===== src/rtl/nonce_tx_arbiter_if.sv =====
// rtl/nonce_tx_arbiter_if.sv - core-side and transmitter-side signal bundle for nonce_tx_arbiter
// Slave modport is the arbiter; master modport is the core array plus word transmitter.
interface nonce_tx_arbiter_if #(
    parameter int NUM_CORES = 4,
    parameter int IDX_W     = 2
);
    logic [NUM_CORES-1:0]    nonce_valid;
    logic [32*NUM_CORES-1:0] nonce_data;
    logic                    tx_busy;
    logic                    tx_send;
    logic [31:0]             tx_word;
    logic [NUM_CORES-1:0]    pending;
    logic [NUM_CORES-1:0]    overflow;
    logic [IDX_W-1:0]        last_core;

    modport master (
        output nonce_valid, nonce_data, tx_busy,
        input  tx_send, tx_word, pending, overflow, last_core
    );

    modport slave (
        input  nonce_valid, nonce_data, tx_busy,
        output tx_send, tx_word, pending, overflow, last_core
    );
endinterface


===== src/rtl/nonce_tx_arbiter.sv =====
// rtl/nonce_tx_arbiter.sv - round-robin arbiter sharing one 32-bit word transmitter between hashing cores
// Optional NONCE_CORE_TAG_EN: top IDX_W bits of tx_word carry the granted core index.
module nonce_tx_arbiter #(
    parameter int NUM_CORES = 4,
    parameter int IDX_W     = 2
) (
    input logic              clk,
    input logic              reset,
    nonce_tx_arbiter_if.slave bus
);
    localparam logic [1:0] ST_IDLE    = 2'd0;
    localparam logic [1:0] ST_SEND    = 2'd1;
    localparam logic [1:0] ST_WAIT_HI = 2'd2;
    localparam logic [1:0] ST_WAIT_LO = 2'd3;

    // Last count value of the busy-rise timeout, i.e. four cycles spent in WAIT_HI.
    localparam logic [1:0]       HI_TIMEOUT = 2'd3;
    localparam logic [IDX_W-1:0] LAST_IDX   = IDX_W'(NUM_CORES - 1);

    logic [1:0]           state;
    logic [1:0]           hi_cnt;
    logic [31:0]          held [NUM_CORES];
    logic [NUM_CORES-1:0] pending;
    logic [NUM_CORES-1:0] overflow;
    logic [IDX_W-1:0]     last_core;
    logic [IDX_W-1:0]     winner;
    logic [IDX_W-1:0]     cand;
    logic                 any_win;
    logic                 grant;
    logic                 tx_send;
    logic [31:0]          tx_word;
    logic [31:0]          send_word;

    assign bus.tx_send   = tx_send;
    assign bus.tx_word   = tx_word;
    assign bus.pending   = pending;
    assign bus.overflow  = overflow;
    assign bus.last_core = last_core;

    // Search starts one past the last grant so a core that just sent goes to the back of the line.
    always_comb begin
        any_win = 1'b0;
        winner  = last_core;
        cand    = last_core;
        for (int k = 1; k <= NUM_CORES; k++) begin
            cand = IDX_W'((int'(last_core) + k) % NUM_CORES);
            if (!any_win && pending[cand]) begin
                any_win = 1'b1;
                winner  = cand;
            end
        end
    end

    assign grant = (state == ST_IDLE) && any_win && !bus.tx_busy;

`ifdef NONCE_CORE_TAG_EN
    assign send_word = {winner, held[winner][31-IDX_W:0]};
`else
    assign send_word = held[winner];
`endif

    // A grant frees the holding slot in the same edge, so a simultaneous new nonce is accepted.
    always_ff @(posedge clk or posedge reset) begin
        if (reset) begin
            pending  <= '0;
            overflow <= '0;
            for (int i = 0; i < NUM_CORES; i++) begin
                held[i] <= '0;
            end
        end else begin
            for (int i = 0; i < NUM_CORES; i++) begin
                if (bus.nonce_valid[i] && (!pending[i] || (grant && winner == IDX_W'(i)))) begin
                    held[i]    <= bus.nonce_data[32*i +: 32];
                    pending[i] <= 1'b1;
                end else begin
                    if (bus.nonce_valid[i]) begin
                        overflow[i] <= 1'b1;
                    end
                    if (grant && winner == IDX_W'(i)) begin
                        pending[i] <= 1'b0;
                    end
                end
            end
        end
    end

    always_ff @(posedge clk or posedge reset) begin
        if (reset) begin
            state     <= ST_IDLE;
            hi_cnt    <= '0;
            tx_send   <= 1'b0;
            tx_word   <= '0;
            last_core <= LAST_IDX;
        end else begin
            case (state)
                ST_IDLE: begin
                    if (grant) begin
                        tx_word   <= send_word;
                        tx_send   <= 1'b1;
                        last_core <= winner;
                        state     <= ST_SEND;
                    end
                end
                ST_SEND: begin
                    tx_send <= 1'b0;
                    hi_cnt  <= '0;
                    state   <= ST_WAIT_HI;
                end
                ST_WAIT_HI: begin
                    // A transmitter that never raises busy dropped the word; give up without retry.
                    if (bus.tx_busy) begin
                        state <= ST_WAIT_LO;
                    end else if (hi_cnt == HI_TIMEOUT) begin
                        state <= ST_IDLE;
                    end else begin
                        hi_cnt <= hi_cnt + 2'd1;
                    end
                end
                ST_WAIT_LO: begin
                    if (!bus.tx_busy) begin
                        state <= ST_IDLE;
                    end
                end
                default: state <= ST_IDLE;
            endcase
        end
    end
endmodule

===== src/flat_wrapper.sv =====
// flat-port wrapper written by rule: the top's interface ports become plain ports
module nonce_tx_arbiter_flat 
#(
    parameter int NUM_CORES = 4,
    parameter int IDX_W     = 2
)
  (clk, reset, bus_nonce_valid, bus_nonce_data, bus_tx_busy, bus_tx_send, bus_tx_word, bus_pending, bus_overflow, bus_last_core);
  nonce_tx_arbiter_if #(.NUM_CORES(NUM_CORES), .IDX_W(IDX_W)) bus_i ();
  input logic clk;
  input logic reset;
  input wire logic [$bits(bus_i.nonce_valid)-1:0] bus_nonce_valid;
  input wire logic [$bits(bus_i.nonce_data)-1:0] bus_nonce_data;
  input wire logic [$bits(bus_i.tx_busy)-1:0] bus_tx_busy;
  output wire logic [$bits(bus_i.tx_send)-1:0] bus_tx_send;
  output wire logic [$bits(bus_i.tx_word)-1:0] bus_tx_word;
  output wire logic [$bits(bus_i.pending)-1:0] bus_pending;
  output wire logic [$bits(bus_i.overflow)-1:0] bus_overflow;
  output wire logic [$bits(bus_i.last_core)-1:0] bus_last_core;
  assign bus_i.nonce_valid = bus_nonce_valid;
  assign bus_i.nonce_data = bus_nonce_data;
  assign bus_i.tx_busy = bus_tx_busy;
  assign bus_tx_send = bus_i.tx_send;
  assign bus_tx_word = bus_i.tx_word;
  assign bus_pending = bus_i.pending;
  assign bus_overflow = bus_i.overflow;
  assign bus_last_core = bus_i.last_core;
  nonce_tx_arbiter #(.NUM_CORES(NUM_CORES), .IDX_W(IDX_W)) u_core (.clk(clk), .reset(reset), .bus(bus_i));
endmodule

===== config.mk =====
export PLATFORM = sky130hd
export DESIGN_NAME = nonce_tx_arbiter_flat
export DESIGN_NICKNAME = d
export VERILOG_FILES = /design/src/rtl/nonce_tx_arbiter_if.sv /design/src/rtl/nonce_tx_arbiter.sv /design/src/flat_wrapper.sv
export SDC_FILE = /design/constraint.sdc
export NUM_CORES = 1
export LEC_CHECK = 0
export BUFFER_PORTS_ARGS = -buffer_cell sky130_fd_sc_hd__buf_2
export CAP_MARGIN = 20
export CELL_PAD_IN_SITES_DETAIL_PLACEMENT = 0
export CELL_PAD_IN_SITES_GLOBAL_PLACEMENT = 2
export CORE_MARGIN = 4
export CORE_UTILIZATION = 33
export DETAILED_ROUTE_END_ITERATION = 16
export PLACE_DENSITY = 0.77
export SYNTH_ARGS = -nofsm -noshare
export SYNTH_HDL_FRONTEND = slang
export SYNTH_SLANG_ARGS = --single-unit

===== constraint.sdc =====
create_clock -name clk -period 6.1 [get_ports clk]
set_input_delay 1.22 -clock clk [delete_from_list [all_inputs] [get_ports clk]]
set_output_delay 1.22 -clock clk [all_outputs]
set_load 0.02 [all_outputs]

-- Word-level counts from Yosys, hierarchy flattened
Cells that the tools add are included.
- add/sub/neg operators: 5
- order comparisons: 5
- equality and inequality tests: 12
- mux-type cells: 37
- bitwise operators: 5
- reduce and logical (&&, ||, !) cells: 41
- operators by type and width (operator ; count):
    $bmux W32 S2 ; 1
    $mux W32 ; 2
    $mux W2 ; 10
    $mux W1 ; 17
    $logic_and A1 B1 Y1 ; 13
    $lt A2 B3 Y1 const B ; 4
    $reduce_and A2 Y1 ; 6
    $reduce_bool A2 Y1 ; 6
    $eq A2 B2 Y1 const B ; 5
    $bmux W1 S2 ; 4
    $logic_not A1 Y1 ; 8
    $pmux W2 S4 ; 1
    $add A2 B1 Y2 const B ; 3
    $ne A2 B2 Y1 const B ; 3
    $reduce_and A3 Y1 ; 2
    $add A2 B2 Y2 const B ; 2
    $eq A2 B1 Y1 const B ; 2
    $logic_not A2 Y1 ; 2
    $logic_or A1 B1 Y1 ; 4
    $not A1 Y1 ; 4
    $pmux W2 S2 ; 1
    $ge A3 B3 Y1 const B ; 1
    $ne A3 B2 Y1 const B ; 1
    $not A2 Y3 ; 1
    other kinds (2) ; 2
- flip-flop bits (word level): 175
- bits of input ports: 135
- output and inout bits: 43
- logic and storage cells: 122

-- Logic depth before layout (Yosys ltp)
Gate-level depths: netlist of run 1.
- depth in word-level cells: 20
- gate-level depth with buffers: 7
- depth with buffers taken out: 5

-- Least setup slack after synthesis of run 1
Ideal clock, no wire load.
- path type: in2reg
- start point: input port bus_tx_busy
- end point: register u_core.held[0] (netlist name)
- library setup time: 125 ps
- data arrival time: 2566 ps
- required time: 5975 ps
- slack: 3409 ps
- stages: 5
- path buffers: 1
- path through: or3_1 > nor2_1 > a31oi_4 > buf_6 > mux2_4
- word-level cells in the longest chain between the ends: 5
- RTL lines (item ; RTL line ; text):
    start, declared ; flat_wrapper.sv:13 ; input wire logic [$bits(bus_i.tx_busy)-1:0] bus_tx_busy;
    $logic_not A1 Y1 ; nonce_tx_arbiter.sv:54 ; assign grant = (state == ST_IDLE) && any_win && !bus.tx_busy;
    $logic_and A1 B1 Y1 ; nonce_tx_arbiter.sv:54 ;
    $logic_and A1 B1 Y1 ; nonce_tx_arbiter.sv:72 ; if (bus.nonce_valid[i] && (!pending[i] || (grant && winner == IDX_W'(i)))) begin
    $logic_or A1 B1 Y1 ; nonce_tx_arbiter.sv:72 ;
    $logic_and A1 B1 Y1 ; nonce_tx_arbiter.sv:72 ;
    end signal, assigned by index ; nonce_tx_arbiter.sv:73 ; held[i] <= bus.nonce_data[32*i +: 32];
    end, declared ; nonce_tx_arbiter.sv:22 ; logic [31:0] held [NUM_CORES];
No other way between the ends.
A chain may end at the register's enable or synchronous reset.

-- Final worst setup path of run 1
- start point: register u_core.last_core[1], in the netlist u_core.bus.last_core[1]
- end point: register u_core.held[29] (netlist name)
- word-level cells in the longest chain between the ends: 18
- elaborated cells on any way between the ends: 32
- those cells by class: add/sub: 4; eq/ne: 1; mux: 16; reduce/logical: 11
- RTL lines (item ; RTL line ; text):
    start, declared ; nonce_tx_arbiter.sv:25 ; logic [IDX_W-1:0] last_core;
    start signal, assigned ; nonce_tx_arbiter.sv:100 ; last_core <= winner;
    $add A2 B1 Y2 ; nonce_tx_arbiter.sv:46 ; cand = IDX_W'((int'(last_core) + k) % NUM_CORES);
    $bmux W1 S2 ; nonce_tx_arbiter.sv:47 ; if (!any_win && pending[cand]) begin
    $mux W1 (implied by the code) ; nonce_tx_arbiter.sv:47 ;
    $mux W1 ; nonce_tx_arbiter.sv:47 ;
    $logic_not A1 Y1 ; nonce_tx_arbiter.sv:47 ;
    $logic_and A1 B1 Y1 ; nonce_tx_arbiter.sv:47 ;
    $mux W1 ; nonce_tx_arbiter.sv:47 ;
    $logic_not A1 Y1 ; nonce_tx_arbiter.sv:47 ;
    $logic_and A1 B1 Y1 ; nonce_tx_arbiter.sv:47 ;
    $mux W1 ; nonce_tx_arbiter.sv:47 ;
    $logic_not A1 Y1 ; nonce_tx_arbiter.sv:47 ;
    $logic_and A1 B1 Y1 ; nonce_tx_arbiter.sv:47 ;
    $mux W1 ; nonce_tx_arbiter.sv:47 ;
    $logic_and A1 B1 Y1 (2 in a row) ; nonce_tx_arbiter.sv:54 ;
    $logic_and A1 B1 Y1 (*) ; nonce_tx_arbiter.sv:72 ;
    $logic_or A1 B1 Y1 (*) ; nonce_tx_arbiter.sv:72 ;
    $logic_and A1 B1 Y1 (*) ; nonce_tx_arbiter.sv:72 ;
Mark *: on every way between the ends. The rest lies on a longest branch, timed or not. The select of a mux whose other input is x is not followed.

==> qor.csv, run 1 <==
stage;metric;value;unit
outcome;result_of_the_run;complete, no violations;
global_routing;grt_pass1_wl;32.55;mm
timing;max_clock_freq;262.0;MHz
floorplanning;floorplan.rows;56;
critical_path;crit_buf_inv;1;
critical_path;crit_chain;mux2i_1 -> nor2_4 -> or3_2 -> a31oi_4 -> buf_4 -> mux2_2;
synthesis;post_synth_instance_area;7936;µm²
global_routing;grt_antenna_before_repair;0;
critical_path;worstSetupPathType;register to register;
clock_network;cts_tree;built;
timing;skew;0.009357;ns
floorplanning;io_pins;178;
global_routing;grt_util_met1;21.14;%
clock_network;numClockSinks;175;
global_routing;maximum_number_of_pins_on_one_net_before_global_route_repair;120;
cells_and_area;multi_input_area;3342;µm²
routing;drc;0;
timing;setup_viol_count_final;0;
synthesis;post_synth.cell_area_avg;14.10;µm²
timing;hold_slack;0.4611;ns
floorplanning;floorplan.initialDensity;33.71;%
placed_design;post-place-cells;1028;
synthesis;ys_top_cells_by_count;dfrtp_1 (173), mux2_2 (65), a211oi_1 (64), mux2_4 (60), nor2_1 (38);
cells_and_area;diodes;0;
synthesis;synth_top_area_cell;dfrtp_1;
timing;fin_crit_sh;62.57;%
power_and_ir_drop;static-leakage-power;4.521;nW
global_routing;grt_util_met3;4.264;%
worst_hold_path;holdCritPathClass;register to register;
cells_and_area;layout.filler_cells;2259;
routing;post_detailed_route_via_to_cell_ratio;4.895;
clock_network;clk_pin_slew;0.07;ns
synthesis;synth_warnings;0;
synthesis;seq_area_frac_synth;55.21;%
routing;drt_iter0_drc;267;
clock_network;insertion_delay;0.42;ns
floorplanning;fp.dieArea;26600;µm²
power_and_ir_drop;irDropWorstVdd;0.2586;mV
clock_network;cts_root_buf;clkbuf_16;
cells_and_area;sequential_cell_area;4382;µm²
clock_network;h-tree-depth;4;
critical_path;worstSetupStartpointType;register;
critical_path;crit_path_max_incr_delay;0.85;ns
timing;maxSlewViolCount;0;
placed_design;portBuffers;177;
timing;max_slew.worst_pin.slew;0.9327;ns
cells_and_area;fin_nets;866;
floorplanning;fp.dieH;163.1;µm
floorplanning;floorplan.core_area;23540;µm²
global_routing;top_usage_layer;met2;
global_routing;first_global_vias;5830;
critical_path;timing.critical_path.arrival;4.13;ns
timing;final_period_minus_worst_setup_slack;3.817;ns
cells_and_area;drive_above_1_share;49.13;%
placed_design;detailed_place_hpwl;14.69;mm
run;drv_cap;0;
cells_and_area;stdcell_count;1062;
routing;route.antenna.remaining_nets;0;
routing;total_number_of_vias;5199;
global_routing;grt.overflow.total;0;
critical_path;delay_heaviest_family_cp;simple AND/OR/NAND/NOR gates;
synthesis;synthesis.nets;699;
timing;timing.max_slew.rel_slack;37.68;%
synthesis;synth-main-ff-cell;dfrtp_1;
routing;wirelength;20.59;mm
synthesis;ys_async_sr_fraction;100.0;%
global_routing;track_usage;15.82;%
placed_design;gp_congestion;0.7662;
critical_path;critPathCaptureType;register;
timing;fin_setup_tns;0;ns
synthesis;portion_of_synthesized_cell_area_occupied_by_the_leading_cell_type;54.55;%
synthesis;ys_seq_elements;175;
synthesis;synth_cell_type_count;32;
critical_path;worst_path_required;6.41;ns
power_and_ir_drop;power_density;520.9;nW/µm²
global_routing;use_met2;25.68;%
synthesis;synthCells;563;
timing;setup_repair_after_global_routing_missed_its_margin;no;
timing;hold_viol;0;
critical_path;worst-path-max-fanout;36;
clock_network;cts-resized-gates;0;
critical_path;cpMaxStageDelayCell;a31oi_4;
clock_network;cts_max_path_buffers;2;
clock_network;postCtsSetupBuffers;0;
synthesis;post-synth-top-count-cell;dfrtp_1;
cells_and_area;layout-area-overhead-vs-synth;22.26;%
routing;routed_wire_length_per_instance;19.38;µm
synthesis;synth-edff-count;0;
routing;firstDrtPassIters;4;
floorplanning;chipWidth;163.1;µm
clock_network;tritoncts.num_buffers;17;
clock_network;hold_buffers;0;
synthesis;yosys-top-cells-area;dfrtp_1 (55%), mux2_4 (11%), mux2_2 (9.2%), a211oi_1 (6.1%), mux2i_1 (4.2%);
per-layer routing:
layer  vias up  wire length [µm]  part of all wire, %
met5         -                 0                    0
met4         0               178                 0.86
met1      2617              9370                   46
li1       2434                 -                    -
met2       135              9784                   48
met3        13              1252                  6.1
report_power, final:
group          internal [mW]  switching (mW)  leakage [nW]
Combinational          0.992           0.967          2.18
Clock                  0.569           0.472         0.276
Sequential              1.73           0.326          2.07
Total                   3.29            1.77          4.52
stage by stage:
| stage | total power [mW] | area (µm²) | utilization, % | setup slack (ns) |
|---|---|---|---|---|
| finish | 5.055 | 9703 | 41.21 | 2.283 |
| CTS | 5.111 | 9648 | 40.98 | 2.230 |
| floorplan | 3.502 | 7936 | - | 0.1381 |
| global placement | 3.965 | 9085 | 38.59 | 2.342 |
| global route | 5.384 | 9703 | 41.21 | 2.115 |
| detailed placement | 4.044 | 9085 | 38.59 | 2.231 |
sequential cells by signal (all words and copies together), names as in the netlist:
register              count
u_core.bus.overflow       4
u_core.held             128
u_core.bus.last_core      2
u_core.bus.pending        4
u_core.hi_cnt             2
u_core.state              2
u_core.bus.tx_word       32
u_core.bus.tx_send        1
layout make-up:
| cell class | count | area share (%) |
|---|---|---|
| clock buffers | 17 | 4.384 |
| flip-flops and latches | 175 | 45.16 |
| well taps | 319 | 4.113 |
| inverters | 1 | 0.09026 |
| repair buffers | 188 | 10.39 |
| multi-input cells | 347 | 34.44 |
| clock inverters | 15 | 1.418 |
path summary, 6_finish.rpt:
kind                                          from                     end  slack (ns)  depth (start not counted)
min                         u_core.bus.overflow[3]  u_core.bus.overflow[3]        0.46                          1
min in group asynchronous                    reset         u_core.held[50]        0.80                          2
max                        u_core.bus.last_core[1]         u_core.held[29]        2.28                          6
min reg2reg                 u_core.bus.overflow[3]  u_core.bus.overflow[3]        0.46                          1
max in group asynchronous                    reset        u_core.held[119]        3.83                          4
max reg2reg                u_core.bus.last_core[1]         u_core.held[29]        2.28                          6
placed cells by master (no fill, tap or decap), drive strengths merged:
cell,synthesis,final
a211oi,64,64
a21o,7,7
a21oi,4,4
a22o,2,2
a31o,4,4
a31oi,4,4
and2b,1,1
and3b,2,2
buf,22,188
bufinv,0,1
clkbuf,18,17
clkinv,0,7
clkinvlp,0,2
dfrtp,173,173
dfstp,2,2
ha,1,1
inv,1,6
mux2,128,128
mux2i,33,33
nand2,7,7
nand2b,3,3
nand3,1,1
nor2,38,38
nor2b,5,5
nor3,2,2
nor4,2,2
nor4b,32,32
o21a,1,1
o21ai,2,2
o31ai,1,1
or3,3,3
cell families after synthesis:
| group | after synthesis | synth area share (%) |
|---|---|---|
| mux | 161 | 25.16 |
| compound gates | 89 | 9.081 |
| simple gates | 96 | 7.189 |
| flops | 175 | 55.21 |
| buf+inv | 41 | 3.200 |
| fa+ha+maj | 1 | 0.1576 |
Note: power is estimated with default switching activity, not from simulation.
==> run 2: changes to the inputs <==
Clock period 6.1 ns to 3.2 ns, I/O delays scaled along.
==> run 2 against run 1 <==
Effect of this change: clock skew rose by 0.0018 ns; register-to-register slack got worse by 1.9 ns; via count grew 3.1%; power is 95% higher; largest power group unchanged.
==> qor.csv, run 2 (synthesis gave the netlist of run 1 again) <==
stage;metric;value;unit;change
clock_network;h-tree-depth;4;;unchanged
critical_path;critPathCaptureType;register;;
clock_network;cts_root_buf;clkbuf_16;;
routing;post_detailed_route_via_to_cell_ratio;5.000;;+2.1%
timing;setup_repair_after_global_routing_missed_its_margin;no;;
cells_and_area;layout-area-overhead-vs-synth;24.34;%;
clock_network;insertion_delay;0.43;ns;about the same
routing;drt_iter0_drc;246;;-7.9%
routing;routed_wire_length_per_instance;19.89;µm;+2.6%
routing;drc;0;;unchanged
power_and_ir_drop;power_density;997.5;nW/µm²;+91%
floorplanning;fp.dieH;163.1;µm;unchanged
global_routing;track_usage;16.15;%;+0.33 points
global_routing;grt_pass1_wl;33.35;mm;+2.5%
cells_and_area;finalCoreUtilization;41.92;%;+0.70 points
timing;setup_viol_count_final;0;;unchanged
run;drv_cap;0;;unchanged
global_routing;maximum_number_of_pins_on_one_net_before_global_route_repair;40;;-67%
timing;fin_crit_sh;86.85;%;+24 points
routing;total_number_of_vias;5360;;+3.1%
timing;fin_setup_tns;0;ns;unchanged
critical_path;crit_path_max_incr_delay;0.66;ns;-0.19 ns
placed_design;detailed_place_hpwl;15.02;mm;+2.3%
cells_and_area;biggestRegsByFlops;u_core.held x128, u_core.bus.tx_word x32;;
global_routing;grt_antenna_before_repair;0;;unchanged
critical_path;cpMaxStageDelayCell;a31oi_4;;
floorplanning;floorplan.rows;56;;unchanged
critical_path;worst_path_required;3.51;ns;-2.90 ns
critical_path;crit_chain;mux2i_1 -> nor2_4 -> buf_4 -> nor3_2 -> a31oi_4 -> buf_12 -> mux2_2;;
cells_and_area;number_of_flip_flops_in_the_largest_register;128;;unchanged
routing;route.antenna.remaining_nets;0;;unchanged
critical_path;worstSetupPathType;register to register;;
critical_path;timing.critical_path.arrival;3.09;ns;-1.04 ns
power_and_ir_drop;overall_power_consumption;9.844;mW;+95%
worst_hold_path;holdCritPathClass;primary input to asynchronous set/reset pin;;
floorplanning;chipWidth;163.1;µm;unchanged
timing;timing.max_slew.rel_slack;36.86;%;-0.82 points
clock_network;cts-resized-gates;0;;unchanged
timing;final_period_minus_worst_setup_slack;2.779;ns;-1.038 ns
timing;max_slew.worst_pin.slew;0.9451;ns;+0.01245 ns
clock_network;clk_pin_slew;0.07;ns;about the same
cells_and_area;max_flop_register;u_core.held;;
clock_network;cts_max_path_buffers;2;;unchanged
floorplanning;floorplan.core_area;23540;µm²;unchanged
cells_and_area;fin_nets;876;;+1.2%
cells_and_area;mostFrequentLayoutCell;buf_2;;
cells_and_area;most-common-layout-cells;buf_2 (177), dfrtp_1 (173), mux2_2 (65);;
floorplanning;floorplan.initialDensity;33.71;%;unchanged
cells_and_area;diodes;0;;unchanged
power_and_ir_drop;irDropWorstVdd;0.3510;mV;+36%
timing;maxSlewViolCount;0;;unchanged
cells_and_area;drive_above_1_share;49.80;%;+0.68 points
global_routing;first_global_vias;6011;;+3.1%
clock_network;hold_buffers;0;;unchanged
power_and_ir_drop;static-leakage-power;4.608;nW;+1.9%
placed_design;post-place-cells;1040;;+1.2%
cells_and_area;stdcell_count;1072;;+0.94%
global_routing;grt.overflow.total;0;;unchanged
critical_path;worst-path-max-fanout;33;;-8.3%
placed_design;gp_congestion;0.7726;;+0.84%
timing;max_clock_freq;359.8;MHz;+37%
clock_network;cts_tree;built;;
timing;hold_viol;0;;unchanged
placed_design;portBuffers;177;;unchanged
floorplanning;io_pins;178;;unchanged
floorplanning;fp.dieArea;26600;µm²;unchanged
clock_network;tritoncts.num_buffers;17;;unchanged
routing;wirelength;21.32;mm;+3.6%
cells_and_area;finish.instance_area;9868;µm²;+1.7%
placed_design;placedInstanceArea;9261;µm²;+1.9%
outcome;result_of_the_run;complete, no violations;;
routing;firstDrtPassIters;4;;unchanged
timing;skew;0.01113;ns;+0.001771 ns
critical_path;worstSetupStartpointType;register;;
clock_network;postCtsSetupBuffers;0;;unchanged
clock_network;numClockSinks;175;;unchanged
-- run 2: worst paths after layout --
path / start / to / slack (ns) / cells past startpoint
min: reset / u_core.held[11] / 0.41 / 2
min in group clk: bus_nonce_data[118] / u_core.held[22] / 0.43 / 2
min reg2reg: u_core.bus.overflow[0] / u_core.bus.overflow[0] / 0.49 / 1
max: u_core.bus.last_core[1] / u_core.held[36] / 0.42 / 7
max in group asynchronous: reset / u_core.bus.last_core[1] / 2.03 / 3
max reg2reg: u_core.bus.last_core[1] / u_core.held[36] / 0.42 / 7
-- run 2: cell type report --
cell class	instances	area (µm²)
clock buffer	17	425.4
clock inverter	15	181.4
sequential	175	4382
timing repair buffer	198	1131
inverter	1	7.507
multi-input combinational	347	3342
tap	319	399.1
fill	2243	13670
-- run 2: report_power, final --
part           internal [mW]  switching, mW  leakage [nW]
Sequential              3.29          0.631          2.07
Combinational           1.94           1.86          2.24
Clock                   1.07           1.05         0.298
Total                   6.30           3.54          4.61
-- run 2: worst max-delay path, delay by kind of cell (launching register included) --
family,cells,cell delay (ns)
AOI/OAI and AO/OA,1,0.66
buffers and inverters,2,0.62
DFF,1,0.61
muxes,2,0.48
and+or+nand+nor,2,0.27
-- run 2: per-layer routing --
metal / track usage, % / wire length (µm) / vias up / share of wire (%)
met3: 3.760 / 1061 / 17 / 5.0
met4: 3.965 / 242 / 0 / 1.1
met5: 0 / 0 / - / 0
met2: 26.85 / 10390 / 137 / 49
li1: - / - / 2451 / -
met1: 21.50 / 9630 / 2755 / 45
-- run 2: stage by stage --
stage	setup slack (ns)	hold slack, ns
detailed placement	0.4311	0.4710
global placement	0.5242	0.4500
global route	0.2340	0.4081
finish	0.4207	0.4131
CTS	0.4260	0.4081
floorplan	0.3230	0.4559
